<file path="src/rtl/register_file.sv">
// register_file: multi-port architectural register array
// with a per-entry busy scoreboard and optional write bypass.
module register_file #(
  parameter int WIDTH    = 32,
  parameter int DEPTH    = 32,
  parameter int N_READ   = 2,
  parameter int ZERO_REG = 1,
  parameter int BYPASS   = 1,
  localparam int AW      = $clog2(DEPTH)
) (
  input  logic                    iClk,
  input  logic                    iRst,
  input  logic                    iWrite,
  input  logic [AW-1:0]           iWrAddr,
  input  logic [WIDTH-1:0]        iWrData,
  input  logic                    iSetBusy,
  input  logic [AW-1:0]           iBusyAddr,
  input  logic [N_READ*AW-1:0]    iRdAddr,
  output logic [N_READ*WIDTH-1:0] oRdData,
  output logic [N_READ-1:0]       oBusy
);

  localparam logic [AW:0] DEPTH_V = DEPTH[AW:0];
  localparam bit ZR  = (ZERO_REG != 0);
  localparam bit BYP = (BYPASS != 0);

  logic [WIDTH-1:0] mem [DEPTH];
  logic [DEPTH-1:0] busy;

  logic wr_in;
  logic wr_ok;
  logic bs_in;
  logic bs_ok;

  // Qualify write and busy-set: in range, not the hardwired zero entry.
  always_comb begin
    wr_in = ({1'b0, iWrAddr} < DEPTH_V);
    bs_in = ({1'b0, iBusyAddr} < DEPTH_V);
    wr_ok = iWrite && wr_in
            && !(ZR && (iWrAddr == '0));
    bs_ok = iSetBusy && bs_in
            && !(ZR && (iBusyAddr == '0));
  end

  // Storage update; a new producer's busy-set overrides the
  // retiring write's clear when both hit the same entry.
  always_ff @(posedge iClk or posedge iRst) begin
    if (iRst) begin
      for (int i = 0; i < DEPTH; i++) begin
        mem[i] <= '0;
      end
      busy <= '0;
    end else begin
      if (wr_ok) begin
        mem[iWrAddr]  <= iWrData;
        busy[iWrAddr] <= 1'b0;
      end
      if (bs_ok) begin
        busy[iBusyAddr] <= 1'b1;
      end
    end
  end

  for (genvar p = 0; p < N_READ; p++) begin : g_rd
    logic [AW-1:0]    ra;
    logic             ra_in;
    logic             ra_ok;
    logic             hit_wr;
    logic             hit_bs;
    logic [WIDTH-1:0] d;
    logic             b;

    assign ra = iRdAddr[p*AW +: AW];

    // Port read: range/zero masking, then bypass or stored entry.
    always_comb begin
      d      = '0;
      b      = 1'b0;
      ra_in  = ({1'b0, ra} < DEPTH_V);
      ra_ok  = ra_in && !(ZR && (ra == '0));
      hit_wr = BYP && wr_ok && (iWrAddr == ra);
      hit_bs = bs_ok && (iBusyAddr == ra);
      if (!iRst && ra_ok) begin
        if (hit_wr) begin
          d = iWrData;
          b = hit_bs ? busy[ra] : 1'b0;
        end else begin
          d = mem[ra];
          b = busy[ra];
        end
      end
    end

    assign oRdData[p*WIDTH +: WIDTH] = d;
    assign oBusy[p] = b;
  end

endmodule

</file>
<file path="config.mk">
export PLATFORM = sky130hd
export DESIGN_NAME = register_file
export DESIGN_NICKNAME = d
export VERILOG_FILES = /design/src/rtl/register_file.sv
export SDC_FILE = /design/constraint.sdc
export NUM_CORES = 2
export LEC_CHECK = 0
export BUFFER_PORTS_ARGS = -buffer_cell sky130_fd_sc_hd__buf_2
export CAP_MARGIN = 20
export CORE_MARGIN = 2
export CORE_UTILIZATION = 30
export DETAILED_ROUTE_END_ITERATION = 10
export GPL_ROUTABILITY_DRIVEN = 0
export PLACE_DENSITY_LB_ADDON = 0.15
export SKIP_LAST_GASP = 1
export SLEW_MARGIN = 30
export SYNTH_ARGS = -nofsm -noshare
export SYNTH_HDL_FRONTEND = slang
export SYNTH_SLANG_ARGS = --single-unit
</file>
<file path="constraint.sdc">
create_clock -name iClk -period 75.5 [get_ports iClk]
set_input_delay 22.65 -clock iClk [delete_from_list [all_inputs] [get_ports iClk]]
set_output_delay 22.65 -clock iClk [all_outputs]
set_load 0.02 [all_outputs]
</file>
* Word-level counts from Yosys, hierarchy flattened
Cells that the tools add are included.
** Word-level totals
- Word-level logic and storage cells :: 102
- Flip-flop bits (word level) :: 1056
- Input bits :: 56
** Operators by class
- Order comparisons :: 10
- Bitwise operators :: 6
- Reductions and logical operators :: 20
- Equal/unequal tests :: 4
- Mux-type cells :: 29
** Operators by type and width (number)
- $bwmux W1024 :: 1
- $mux W32 :: 11
- $bmux W32 S5 :: 2
- $demux W32 S5 :: 1
- $and A32 B32 Y32 :: 1
- $not A32 Y32 :: 1
- $or A32 B32 Y32 :: 1
- $lt A5 B6 Y1 const B :: 4
- $eq A5 B5 Y1 :: 4
- $logic_not A5 Y1 :: 4
- $ge A6 B6 Y1 const B :: 3
- $not A5 Y6 :: 3
- $logic_and A1 B1 Y1 :: 11
- $bmux W1 S5 :: 2
- $demux W1 S5 :: 2
- $ge A5 B1 Y1 const B :: 2
- $mux W1 :: 10
- $lt A6 B1 Y1 const B :: 1
- $logic_not A1 Y1 :: 5

* Depth between registers and ports, before layout
- Depth after elaboration :: 9
- Gate-level depth with buffers :: 9
- Mapped depth without buffers :: 5

* Worst setup path after synthesis
OpenSTA, ideal clock, no wires.
- Path kind :: input -> output
- Start :: input iRst
- End :: output oRdData[33]
- Arrival time :: 48.644 ns
- Required time :: 52.850 ns
- Stages :: 5
- Setup slack :: 4.206 ns
- Buffers on the path :: 1
- Path through :: inv_1 > o211ai_1 > clkbuf_1 > a21oi_1 > a211o_1
** Between the ends
- Longest elaborated chain between the ends :: 3
** Ends and longest elaborated chain
- start, declared :: RTL line 12 : input logic iRst,
- $logic_not A1 Y1 :: RTL line 83 : if (!iRst && ra_ok) begin
- $logic_and A1 B1 Y1 :: RTL line 83
- $mux W32 :: RTL line 83
- end, declared :: RTL line 19 : output logic [N_READ*WIDTH-1:0] oRdData,
Every way passes these cells.

* Worst setup path after layout
- Start :: input iRdAddr[6]
- End :: output oRdData[37]
** Between the ends
- Longest elaborated chain between the ends :: 6
- Elaborated cells between the ends (all ways) :: 11
- Those cells by class :: eq/ne (1); mux (5); bitwise (1); reduce/logical (4)
** Ends and longest elaborated chain
- start, declared :: RTL line 18 : input logic [N_READ*AW-1:0] iRdAddr,
- $not A5 Y6 (implied by the code) :: RTL line 88 : d = mem[ra];
- $bmux W32 S5 :: RTL line 88
- $mux W32 (implied by the code) (2 in series) :: RTL line 88
- $mux W32 :: RTL line 84 : if (hit_wr) begin
- $mux W32 * :: RTL line 83
Mark *: on every way between the ends. The rest lies on a longest branch, timed or not. The select of a mux whose other input is x is not followed.

==> results.json <==
{
  "status": "finished, final reports clean",
  "critPathKind": "in2out",
  "path_max_fanout": 56,
  "fillerInstances": 18360,
  "cts_root_buf": "clkbuf_16",
  "ioPinCount": 122,
  "fin_nets": 3930,
  "r2r_start": "mem[353]$_DFFE_PP0P_",
  "tightest_slew_ns": 1.011,
  "worstPathRequired_ns": 52.85,
  "drc": 0,
  "cp-end-kind": "output port",
  "overflow": 0,
  "grt_pass1_wl_mm": 289.8,
  "antenna_found_initial": 6,
  "hold_ws_ns": 0.3916,
  "power_density_mw_per_mm2": 26.60,
  "min_period_ns": 49.50,
  "maxCapViolCount": 0,
  "whs_endpoint": "mem[1011]$_DFFE_PP0P_",
  "arrival_ns": 26.85,
  "io_buffers": 121,
  "dieArea_sq_mm": 0.1938,
  "cts.sinks": 1056,
  "slew_headroom_pct": 32.59,
  "synth-simple-area-share_pct": 1.477,
  "startpoint_type": "input pin",
  "finalSetupViolCount": 0,
  "synth-xor-area-share_pct": 0.3068,
  "cts_buffers": 131,
  "clkTransAtPathRegs_ns": 0.06,
  "netlist.area_leader.share_pct": 46.29,
  "max_freq_mhz": 20.20,
  "hp-class": "reg2reg",
  "synth_fa_ha_area_share_pct": 0,
  "ys_top_cells_by_area": "dfrtp_1 46%, mux2_2 20%, mux4_2 16%",
  "drt-vias-per-instance": 5.616,
  "r2r_cells": 1,
  "synthMuxAreaShare_pct": 40.55,
  "multi_input_area_sq_mm": 0.02900,
  "synth_ff_type": "dfrtp_1",
  "synth_edf_count": 0,
  "htree_levels": 4,
  "synth_most_common_cell": "dfrtp_1",
  "drt_iter0_drc": 2465,
  "grt_use_total_pct": 20.54,
  "synth_top_area_cell": "dfrtp_1",
  "worstSkewPairLatency_ns": 0.77,
  "synth_area_sq_mm": 0.05709,
  "finalCritPeriodShare_pct": 65.56,
  "synth_cell_types": 46,
  "cts_tree": "built",
  "synthArstFlopShare_pct": 100.0,
  "drive_gt1_share_pct": 46.20,
  "syn_avg_cell_area_sq_um": 14.28,
  "tns_ns": 0,
  "wl_mm": 197.6,
  "rr_endpoint": "mem[353]$_DFFE_PP0P_",
  "clockBufferDepth": 3,
  "cts_setup_buffers": 0,
  "hpwlAfterDp_mm": 108.9,
  "yosys_register_bits": 1056,
  "clock_skew_ns": 0,
  "synth_warnings": 0,
  "initial_core_util_pct": 30.11,
  "synth_nets": 4053,
  "grt_pass1_vias": 38690,
  "ys_seq_area_share_pct": 46.29,
  "grt_max_degree": 115,
  "num_rows": 160,
  "die_h_um": 440.2,
  "hold_depth": 0,
  "synth_top_family_by_area": "multiplexers",
  "synthCells": 3997,
  "final_max_slew_viol_count": 0,
  "seq_area_sq_mm": 0.02643,
  "yosys-top-cells-count": "1056 x dfrtp_1, 991 x mux2_2, 394 x mux4_2",
  "wl_per_cell_um": 30.49,
  "ir_drop_v": 0.00001938,
  "rsz0062_at_grt": "no",
  "route.vias.total": 36390,
  "hold_viol_final": 0,
  "worst-r2r-setup-slack_ns": 74.68,
  "total_power_mw": 1.711,
  "drt-pass1-iter-count": 5,
  "cts_resized": 0,
  "leakage_nw": 27.80,
  "syn_to_final_growth_pct": 12.72,
  "timing.hold.worst.start": "mem[1011]$_DFFE_PP0P_",
  "hold_buffers": 0,
  "antenna_left": 0,
  "core_area_sq_mm": 0.1896,
  "die_w_um": 440.2,
  "synth-compound-area-share_pct": 7.895
}
-- through the flow --
step,setup WS [ns],instances,instance area [sq um],utilization [%]
final,26.00,6480,64350,33.94
after global routing,25.79,6477,64340,33.94
after CTS,25.97,6473,64220,33.87
after detailed placement,25.96,6249,59980,31.64
after global placement,25.97,6247,59860,31.58
after floorplan,4.207,3997,57090,-
-- worst max-delay path by stage --
stage | start | to | slack, ns
floorplan | iRst | oRdData[33] | 4.21
global placement | iRdAddr[1] | oRdData[5] | 25.97
detailed placement | iRdAddr[1] | oRdData[5] | 25.96
CTS | iRdAddr[1] | oRdData[5] | 25.97
global route | iRdAddr[5] | oRdData[57] | 25.79
finish | iRdAddr[6] | oRdData[37] | 26.00
-- critical path, stage by stage --
cell	delay [ns]
buf_8	0.46
buf_4	0.82
nor2b_4	0.85
buf_4	0.76
a221oi_1	0.22
a22oi_1	0.21
a21oi_1	0.19
a211o_1	0.39
buf_2	0.17
-- registers in the layout, summed over array words and instances, names as in the netlist --
name / flops
busy: 32
mem: 1024
-- metal layers --
| layer | global-route usage, % | up-vias | wire length [um] |
|---|---|---|---|
| met4 | 6.557 | 0 | 6155 |
| li1 | - | 15350 | - |
| met3 | 3.042 | 297 | 7741 |
| met2 | 34.71 | 788 | 97900 |
| met5 | 0 | - | 0 |
| met1 | 27.01 | 19960 | 85800 |
-- logic make-up (layout without fill, tap and decap cells) --
group	count (synthesis)	after routing
AO/OA/AOI/OAI	607	607
XOR/XNOR	20	20
buffers and inverters	470	438
flip-flops	1056	1056
multiplexers	1696	1696
other	0	4
AND/OR/NAND/NOR	148	148
-- cell type report --
cell class,instances,share of cell area [%]
Multi-Input combinational cell,2471,45.07
Sequential cell,1056,41.07
Clock buffer,202,6.205
Tap cell,2511,4.882
Timing Repair Buffer,209,2.318
Clock inverter,22,0.3928
Inverter,5,0.04861
Antenna cell,4,0.01556
-- power by group --
| group | total [mW] | leakage (nW) | internal (mW) | switching [mW] |
|---|---|---|---|---|
| logic | 0.330 | 12.2 | 0.189 | 0.140 |
| registers | 0.749 | 13.5 | 0.674 | 0.0746 |
| clock network | 0.633 | 2.09 | 0.378 | 0.255 |
-- cells in the final DEF, fill, tap and decap left out, drive strengths merged, types with 27 or more instances in the layout --
master,count
dfrtp,1056
o21bai,64
a221oi,138
a21oi,98
mux2,992
mux4,394
clkbuf,202
a22oi,96
nand2,27
nor2b,36
a211o,64
mux2i,310
buf,209
o21ai,38
a211oi,64
Power figures use the tool's default switching activity.
